### src/rtl/spike_pkg.sv
// Shared definitions for the spiking network and the rate decoder:
// channel/counter/window defaults and the decoder state encoding.
package spike_pkg;

  localparam int unsigned NUM_CH_DEF = 4;
  localparam int unsigned CNT_W_DEF  = 4;
  localparam int unsigned WIN_W_DEF  = 8;

  typedef enum logic [1:0] {
    ST_IDLE  = 2'd0,
    ST_COUNT = 2'd1,
    ST_HOLD  = 2'd2
  } state_e;

endpackage

### src/rtl/spike_sat_counter.sv
// Per-channel saturating spike counter; sat_hit flags an increment attempt
// made while the counter already sits at its maximum.
module spike_sat_counter
  import spike_pkg::*;
#(
  parameter int CNT_W = CNT_W_DEF
) (
  input  logic             clk,
  input  logic             reset,
  input  logic             clr,
  input  logic             inc,
  output logic [CNT_W-1:0] cnt,
  output logic             sat_hit
);

  localparam logic [CNT_W-1:0] CNT_MAX = '1;

  logic [CNT_W-1:0] cnt_q, cnt_d;

  assign sat_hit = inc && (cnt_q == CNT_MAX);
  assign cnt     = cnt_q;

  // NOTE: every variable written in always_comb gets a default first, so no latch is inferred.
  always_comb begin
    cnt_d = cnt_q;
    if (clr) begin
      cnt_d = '0;
    end else if (inc && !sat_hit) begin
      cnt_d = cnt_q + 1'b1;
    end
  end

  // NOTE: sequential state uses non-blocking assignments only.
  always_ff @(posedge clk) begin
    if (!reset) begin
      cnt_q <= '0;
    end else begin
      cnt_q <= cnt_d;
    end
  end

endmodule

### src/rtl/spike_rate_decoder.sv
// Rate decoder: counts spikes per channel over a programmable window, then
// holds counts, winner, any_spike and sat until the consumer accepts them.
module spike_rate_decoder
  import spike_pkg::*;
#(
  parameter int NUM_CH = NUM_CH_DEF,
  parameter int CNT_W  = CNT_W_DEF,
  parameter int WIN_W  = WIN_W_DEF
) (
  input  logic                    clk,
  input  logic                    reset,
  input  logic [NUM_CH-1:0]       spike_in,
  input  logic                    enable,
  input  logic [WIN_W-1:0]        window_len,
  input  logic                    ready,
  output logic [NUM_CH*CNT_W-1:0] counts,
  output logic [1:0]              winner,
  output logic                    any_spike,
  output logic                    sat,
  output logic                    valid,
  output logic                    busy
);

  state_e           state_q, state_d;
  logic [WIN_W-1:0] len_q, len_d;
  logic [WIN_W-1:0] smp_q, smp_d;
  logic             sat_acc_q, sat_acc_d;
  logic [1:0]       winner_q, winner_d;
  logic             any_q, any_d;
  logic             sat_q, sat_d;

  logic              counting, launch, start, clr;
  logic [NUM_CH-1:0] inc, sat_hit;
  logic [CNT_W-1:0]  cnt     [NUM_CH];
  logic [CNT_W-1:0]  cnt_nxt [NUM_CH];
  logic [1:0]        best_idx;
  logic [CNT_W-1:0]  best_val;

  assign counting = (state_q == ST_COUNT);
  assign launch   = enable && (window_len != '0);
  assign inc      = spike_in & {NUM_CH{counting}};

  for (genvar g = 0; g < NUM_CH; g++) begin : g_ch
    spike_sat_counter #(.CNT_W(CNT_W)) u_cnt (
      .clk     (clk),
      .reset   (reset),
      .clr     (clr),
      .inc     (inc[g]),
      .cnt     (cnt[g]),
      .sat_hit (sat_hit[g])
    );
    assign counts[g*CNT_W +: CNT_W] = cnt[g];
    // Post-edge count, so the winner registered on HOLD entry sees the last sample.
    assign cnt_nxt[g] = cnt[g] + CNT_W'(inc[g] & ~sat_hit[g]);
  end

  // Strict greater-than keeps ties on the lowest index; all-zero leaves index 0.
  always_comb begin
    best_idx = '0;
    best_val = cnt_nxt[0];
    for (int k = 1; k < NUM_CH; k++) begin
      if (cnt_nxt[k] > best_val) begin
        best_idx = 2'(k);
        best_val = cnt_nxt[k];
      end
    end
  end

  always_comb begin
    state_d   = state_q;
    len_d     = len_q;
    smp_d     = smp_q;
    sat_acc_d = sat_acc_q;
    winner_d  = winner_q;
    any_d     = any_q;
    sat_d     = sat_q;
    start     = 1'b0;
    clr       = 1'b0;

    case (state_q)
      ST_IDLE: begin
        start = launch;
      end
      ST_COUNT: begin
        if (!enable) begin
          state_d = ST_IDLE;
          smp_d   = '0;
          clr     = 1'b1;
        end else begin
          sat_acc_d = sat_acc_q | (|sat_hit);
          smp_d     = smp_q + 1'b1;
          if (smp_q == len_q - 1'b1) begin
            state_d  = ST_HOLD;
            smp_d    = '0;
            winner_d = best_idx;
            any_d    = (best_val != '0);
            sat_d    = sat_acc_q | (|sat_hit);
          end
        end
      end
      ST_HOLD: begin
        if (ready) begin
          if (launch) begin
            start = 1'b1;
          end else begin
            state_d = ST_IDLE;
          end
        end
      end
      default: state_d = ST_IDLE;
    endcase

    // Window start: the launching cycle itself is not sampled.
    if (start) begin
      state_d   = ST_COUNT;
      len_d     = window_len;
      smp_d     = '0;
      sat_acc_d = 1'b0;
      winner_d  = '0;
      any_d     = 1'b0;
      sat_d     = 1'b0;
      clr       = 1'b1;
    end
  end

  always_ff @(posedge clk) begin
    if (!reset) begin
      state_q   <= ST_IDLE;
      len_q     <= '0;
      smp_q     <= '0;
      sat_acc_q <= 1'b0;
      winner_q  <= '0;
      any_q     <= 1'b0;
      sat_q     <= 1'b0;
    end else begin
      state_q   <= state_d;
      len_q     <= len_d;
      smp_q     <= smp_d;
      sat_acc_q <= sat_acc_d;
      winner_q  <= winner_d;
      any_q     <= any_d;
      sat_q     <= sat_d;
    end
  end

  assign winner    = winner_q;
  assign any_spike = any_q;
  assign sat       = sat_q;
  assign valid     = (state_q == ST_HOLD);
  assign busy      = counting;

endmodule

### config.mk
export PLATFORM = sky130hd
export DESIGN_NAME = spike_rate_decoder
export DESIGN_NICKNAME = d
export VERILOG_FILES = /design/src/rtl/spike_pkg.sv /design/src/rtl/spike_sat_counter.sv /design/src/rtl/spike_rate_decoder.sv
export SDC_FILE = /design/constraint.sdc
export NUM_CORES = 1
export LEC_CHECK = 0
export ABC_AREA = 0
export BUFFER_PORTS_ARGS = -buffer_cell sky130_fd_sc_hd__buf_2
export CORE_AREA = 2 2 81 60
export DETAILED_ROUTE_END_ITERATION = 12
export DIE_AREA = 0 0 83 62
export PLACE_DENSITY = 0.93
export SYNTH_ARGS = -nofsm -noshare
export SYNTH_HDL_FRONTEND = slang
export SYNTH_SLANG_ARGS = --single-unit
### constraint.sdc
create_clock -name clk -period 18.43 [get_ports clk]
set_clock_uncertainty 0.1 [all_clocks]
set_input_delay 3.686 -clock clk [delete_from_list [all_inputs] [get_ports clk]]
set_output_delay 3.686 -clock clk [all_outputs]
set_load 0.005 [all_outputs]
==> results.md, run 1 <==
* Cells after DPL at 401
* Buffers on Ports at 37
* Yosys cell types at 45
* Synth warn at 0
* Clock Power Share at 30.8%
* #FFs+latches synth at 39
* Fin. max-slew vios at 0
* Clk_lat worst skew at 300 ps
* Nature of the critical path endpoint: flop
* # setup viols final at 0
* Most frequent cell after synthesis: dfxtp_1
* Vias in the first global route at 2209
* Unrepaired setup endpoints after global routing: no
* Worst relative slew slack at between 50 and 60%
* Max FO, Critical Path at 11
* Design Area, Final at 0.00291 mm2
* Via-to-Cell Ratio at between 5 and 6
* Tightest Pin Transition at 732 ps
* Post-synth top cells: dfxtp_1 (39), nor2_1 (35), nand2_1 (26)
* Total CTS buffers at 5
* WP data required at 18500 ps
* RD Place Congestion at between 0.9 and 1
* Synth area leader: dfxtp_1
* VDD IR max at 38.7 uV
* Number of enable flip-flop cells after synthesis at 0
* Post-Syn Area at 0.00263 mm2
* Fmax at around 0.11 GHz
* Final worst setup slack at 9530 ps
* Chip height at 62 um
* Syn Nets at 360
* Seq/Total Area, Yosys at 29.7%
* Setup_tns at 0 ps
* Switching Share at about 30%
* Layout Utilization at about two thirds
* DP HPWL at 4680 um
* Outcome: completed
* Place WS at 9350 ps
* DP Area at 0.00283 mm2
* Family with the most delay on the worst path: compound AO/OA/AOI/OAI gates
* Initial Util at 58.5%
* Psw at 0.0553 mW
* Async SR Flop Fraction at 0%
* Layout area overhead at 10.9%
* Crit path launch type: input pin
* Seq pwr share at 47.7%
* IO Pins at 38
* Gr ovfl total at 0
* Final instance count without filler cells at 409
* Clock transition at path regs at 80 ps
* GRT Total Usage at 24.2%
* Synth Flop Type: dfxtp_1
* Endpoints failing hold at 0
* Clk root buf: clkbuf_8
* First-pass GRT wire length at 10100 um
* Iteration-0 DRC Markers at about 130
* Die width at approximately 83 um
* Clk buf depth at 2
* Die Area at around 0.005 mm2
* Routed WL at 6060 um
* Post-route clock period utilization at 48.3%
* Pin count of the biggest net entering global routing at 14
* Crit path kind: input pin to flop
* Detailed-route DRC error count at 0
* Routed vias at 2428
* Syn Inst Count at 320
* CTS Hold Bufs at 0
* Rows at 21
* Max Cap Violations at 0
* Crit path largest cell delay at 420 ps
* Cell Chain, Critical Path: buf_2 -> nand2_1 -> a31oi_1 -> ha_1 -> ha_1 -> ha_1 -> nor2b_1 -> o21ai_0 -> maj3_1 -> o21ai_0 -> mux2i_1 -> ha_1 -> nor2b_1 -> o21ai_0 -> a21o_1 -> nand2_1 -> o21ai_0 -> ha_1 -> nor2b_1 -> o21a_1 -> o21a_1 -> o21a_1 -> o311ai_0 -> o21ai_0
* Internal Power at 0.129 mW
* Leakage power at 1.25 nW
* Core area at 0.00449 mm2
* CTS H-tree depth at 2
* Hold Slack at 381 ps
* Post-CTS Resized at 0
* Share of cells above drive strength 1 at 13.9%
* Clock sinks at 39
* Tmin final at 8900 ps
* Post-CTS setup repair buffer count at 0
* Combinational share of power at 21.5%
* Final nets at about 390
* Total power at 0.185 mW
* Fillers at 364
* Synthesized area per cell at 8.21 um2
* Slowest cell on crit path: maj3_1
* Worst min path class: flop to flop
* PwrDens at 63.5 mW/mm2
* Critical Path AT at 8960 ps
* DR WL/cell at 14.8 um
* N_diodes at 0
* Synth area leaders: dfxtp_1 (30%), ha_1 (11%), xor2_1 (6.0%), nor2_1 (5.0%), mux2i_1 (5.0%)
* Post-synth top area share at 29.7%
* TritonCTS clock tree: yes
* Initial antenna violation count at 0
* TritonRoute pass-1 iters at 4
* WP buf/inv at 1
* Antenna Nets Post-Route at 0
[layout by cell type (no fill, tap or decap), types with 2 or more instances in the layout]
master and count:
xor2_1 18, nor2_1 35, a31oi_1 13, and4b_1 2
xnor2_1 14, nand2b_1 4, nor3_1 2, o21a_1 4
nand4_1 13, inv_1 12, and3_1 2, a211oi_2 2
nor2b_1 16, ha_1 24, nand2_1 26, clkbuf_8 5
clkbuf_1 2, a21oi_1 12, buf_2 37, a211oi_1 2
nor4_1 5, o21ai_0 15, mux2i_1 13, nand3_1 13
dfxtp_1 39
[worst paths after layout]
path / end / cells after the start / slack (ps) / startpoint
worst min-delay path: sat_acc_q / 2 / 380 / sat_acc_q
worst max register to register: any_spike / 25 / 12020 / state_q[1]
worst max-delay path: any_spike / 24 / 9530 / spike_in[1]
worst min register to register: sat_acc_q / 2 / 380 / sat_acc_q
[power by group through the flow]
stage | Combinational, mW | Sequential, mW | Clock, mW
3_3_place_gp | 0.0367 | 0.0900 | 0
4_1_cts | 0.0390 | 0.0882 | 0.0573
6_report | 0.0397 | 0.0882 | 0.0570
3_5_place_dp | 0.0386 | 0.0901 | 0
5_1_grt | 0.0444 | 0.0885 | 0.0610
2_1_floorplan | 0.0299 | 0.0894 | 0
[state kept, by name, summed over array words and instances (netlist names)]
name,count
g_ch.u_cnt.cnt,16
smp_q,8
winner,2
sat,1
state_q,2
sat_acc_q,1
any_spike,1
len_q,8
[final cells by class]
type / count / area, um2 / area share, %
multi-input combinational: 255 / 1740 / 59.8
sequential: 39 / 781 / 26.8
timing repair buffer: 38 / 193 / 6.62
clock buffer: 7 / 76.3 / 2.62
tap: 57 / 71.3 / 2.45
inverter: 12 / 45.0 / 1.55
clock inverter: 1 / 5.00 / 0.172
[logic make-up after synthesis]
logic type / Yosys count / synth area share [%]
DFF: 39 / 29.7
muxes: 14 / 5.38
and+or+nand+nor: 127 / 24.8
adders and majority gates: 25 / 11.8
xor gates and xnor gates: 32 / 10.7
AOI/OAI and AO/OA: 57 / 13.7
buffers and inverters: 26 / 4.00
[routing by layer]
metal	vias up	GRT usage [%]	share of wire [%]
li1	1205	-	-
met1	1132	31.6	46
met2	77	40.6	45
met3	14	5.55	6.5
met4	0	9.13	2.2
met5	-	0	0
[worst min-delay path: stages, from the launching register on]
cell,delay (ps)
dfxtp_1,340
a21oi_1,40
nor2_1,70
Note: power is estimated with default switching activity, not from simulation.
==> inputs of run 2 (changes only) <==
CORE_AREA = 2 2 88 65   (was 2 2 81 60)
DIE_AREA = 0 0 90 67   (was 0 0 83 62)
PLACE_DENSITY = 0.84   (was 0.93)
clock period = 7.5 ns   (was 18.43 ns; I/O delays follow)
==> run 2 against run 1 <==
Via count is 3.2% lower. Utilization is 7.4 points lower. Die area is 17% higher. Power is 140% higher. Register-to-register slack worse by 11000 ps. Hold slack better by 2.6 ps. Combinational power is 140% higher. Cell count is 3.9% higher. Sequential cell count stayed put. Non-clock buffer count is 1 higher. Worst setup slack worse by 8600 ps. Sequential share of layout area is 0.24 points lower. Largest power group unchanged.
==> results.md, run 2 (synthesis results as in run 1) <==
* Crit path kind: input pin to flop
* TritonRoute pass-1 iters at 5
* DR WL/cell at roughly 14 um
* Post-CTS setup repair buffer count at 0
* Worst relative slew slack at 62.5%
* Max FO, Critical Path at 11
* Via-to-Cell Ratio at 5.53
* Iteration-0 DRC Markers at 124
* Antenna Nets Post-Route at 0
* Outcome: completed
* Pin count of the biggest net entering global routing at 14
* Crit path launch type: input pin
* Commonest cells after routing, fill and taps aside: dfxtp_1 (39), buf_2 (37), nor2_1 (35), nand2_1 (26), ha_1 (24)
* Post-CTS Resized at 0
* Initial Util at about half
* Routed WL at ~5900 um
* Nature of the critical path endpoint: flop
* Setup_tns at 0 ps
* TritonCTS clock tree: yes
* Final nets at around 390
* WP data required at 7570 ps
* # setup viols final at 0
* Die width at 90 um
* Tmin final at 6570 ps
* Routed vias at between 2000 and 2500
* Total CTS buffers at 5
* Initial antenna violation count at 0
* Most common cell after layout, fill and taps aside: dfxtp_1
* Gr ovfl total at 0
* N_diodes at 0
* Leakage power at 1.26 nW
* Layout area overhead at 11.9%
* Fillers at 467
* IO Pins at 38
* Clk_lat worst skew at 290 ps
* Die Area at 0.00603 mm2
* Clk root buf: clkbuf_8
* CTS H-tree depth at 2
* Critical Path AT at approximately 6600 ps
* Max reg flops at 16
* DP HPWL at 4560 um
* RD Place Congestion at 0.864
* Post-route clock period utilization at 87.6%
* Final instance count without filler cells at 425
* Core area at 0.00512 mm2
* First-pass GRT wire length at a little under 10000 um
* Fin. max-slew vios at 0
* Share of cells above drive strength 1 at roughly 14%
* Clk buf depth at 2
* Clock transition at path regs at 80 ps
* GRT Total Usage at 20.6%
* Clock sinks at 39
* Endpoints failing hold at 0
* Cells after DPL at 417
* Max Cap Violations at 0
* Rows at 22
* Worst min path class: flop to flop
* Detailed-route DRC error count at 0
* Buffers on Ports at 37
* CTS Hold Bufs at 0
* Tightest Pin Transition at 563 ps
* Chip height at approximately 67 um
* VDD IR max at between 70 and 80 uV
* Vias in the first global route at 2117
* Unrepaired setup endpoints after global routing: no
* PwrDens at approximately 150 mW/mm2
* Fmax at 0.152 GHz
[run 2: cell count changes in the layout (fill, tap and decap cells not counted)]
cell   delta
buf_4     +1
[run 2: final timing paths]
kind,startpoint,endpoint,slack [ps],depth (start not counted)
worst min register to register,sat_acc_q,sat_acc_q,380,2
worst max-delay path,spike_in[1],any_spike,930,24
worst max register to register,state_q[1],any_spike,1340,26
worst min-delay path,sat_acc_q,sat_acc_q,380,2
[run 2: report_power, final]
group | total [mW] | switching, mW | internal [mW]
registers | 0.217 | 0.00544 | 0.211
clock network | 0.139 | 0.0734 | 0.0653
logic | 0.0957 | 0.0532 | 0.0425
[run 2: critical path, cell delays in order]
cell,delay [ps]
buf_2,90
nand2_1,40
a31oi_1,400
ha_1,270
ha_1,270
ha_1,310
nor2b_1,120
o21ai_0,100
maj3_1,410
o21ai_0,320
mux2i_1,290
ha_1,280
nor2b_1,130
o21ai_0,140
a21o_1,340
nand2_1,80
o21ai_0,120
ha_1,290
nor2b_1,140
o21a_1,170
o21a_1,170
o21a_1,190
o311ai_0,330
o21ai_0,150
[run 2: through the flow]
step | utilization, % | hold slack, ps | instance area [um2] | power [mW] | setup slack (ps)
floorplan | - | 337 | 2630 | 0.293 | 1190
global placement | 55.8 | 349 | 2860 | 0.313 | 905
detailed placement | 55.8 | 365 | 2860 | 0.316 | 701
CTS | 57.4 | 387 | 2940 | 0.455 | 969
global route | 57.4 | 422 | 2940 | 0.477 | 528
finish | 57.4 | 384 | 2940 | 0.451 | 934
[run 2: per-layer routing]
metal	track usage (%)	up-vias	routed length (um)
met2	32.1	59	2560
met4	6.73	0	70
met5	0	-	0
met3	4.07	8	413
met1	28.5	1077	2900
li1	-	1206	-
[run 2: cell type report]
| cell class | instances | area, um2 | share of cell area, % |
|---|---|---|---|
| multi-input combinational | 255 | 1740 | 59.3 |
| sequential | 39 | 781 | 26.6 |
| timing repair buffer | 39 | 200 | 6.81 |
| tap | 72 | 90.1 | 3.07 |
| clock buffer | 7 | 76.3 | 2.60 |
| inverter | 12 | 45.0 | 1.53 |
| clock inverter | 1 | 5.00 | 0.170 |
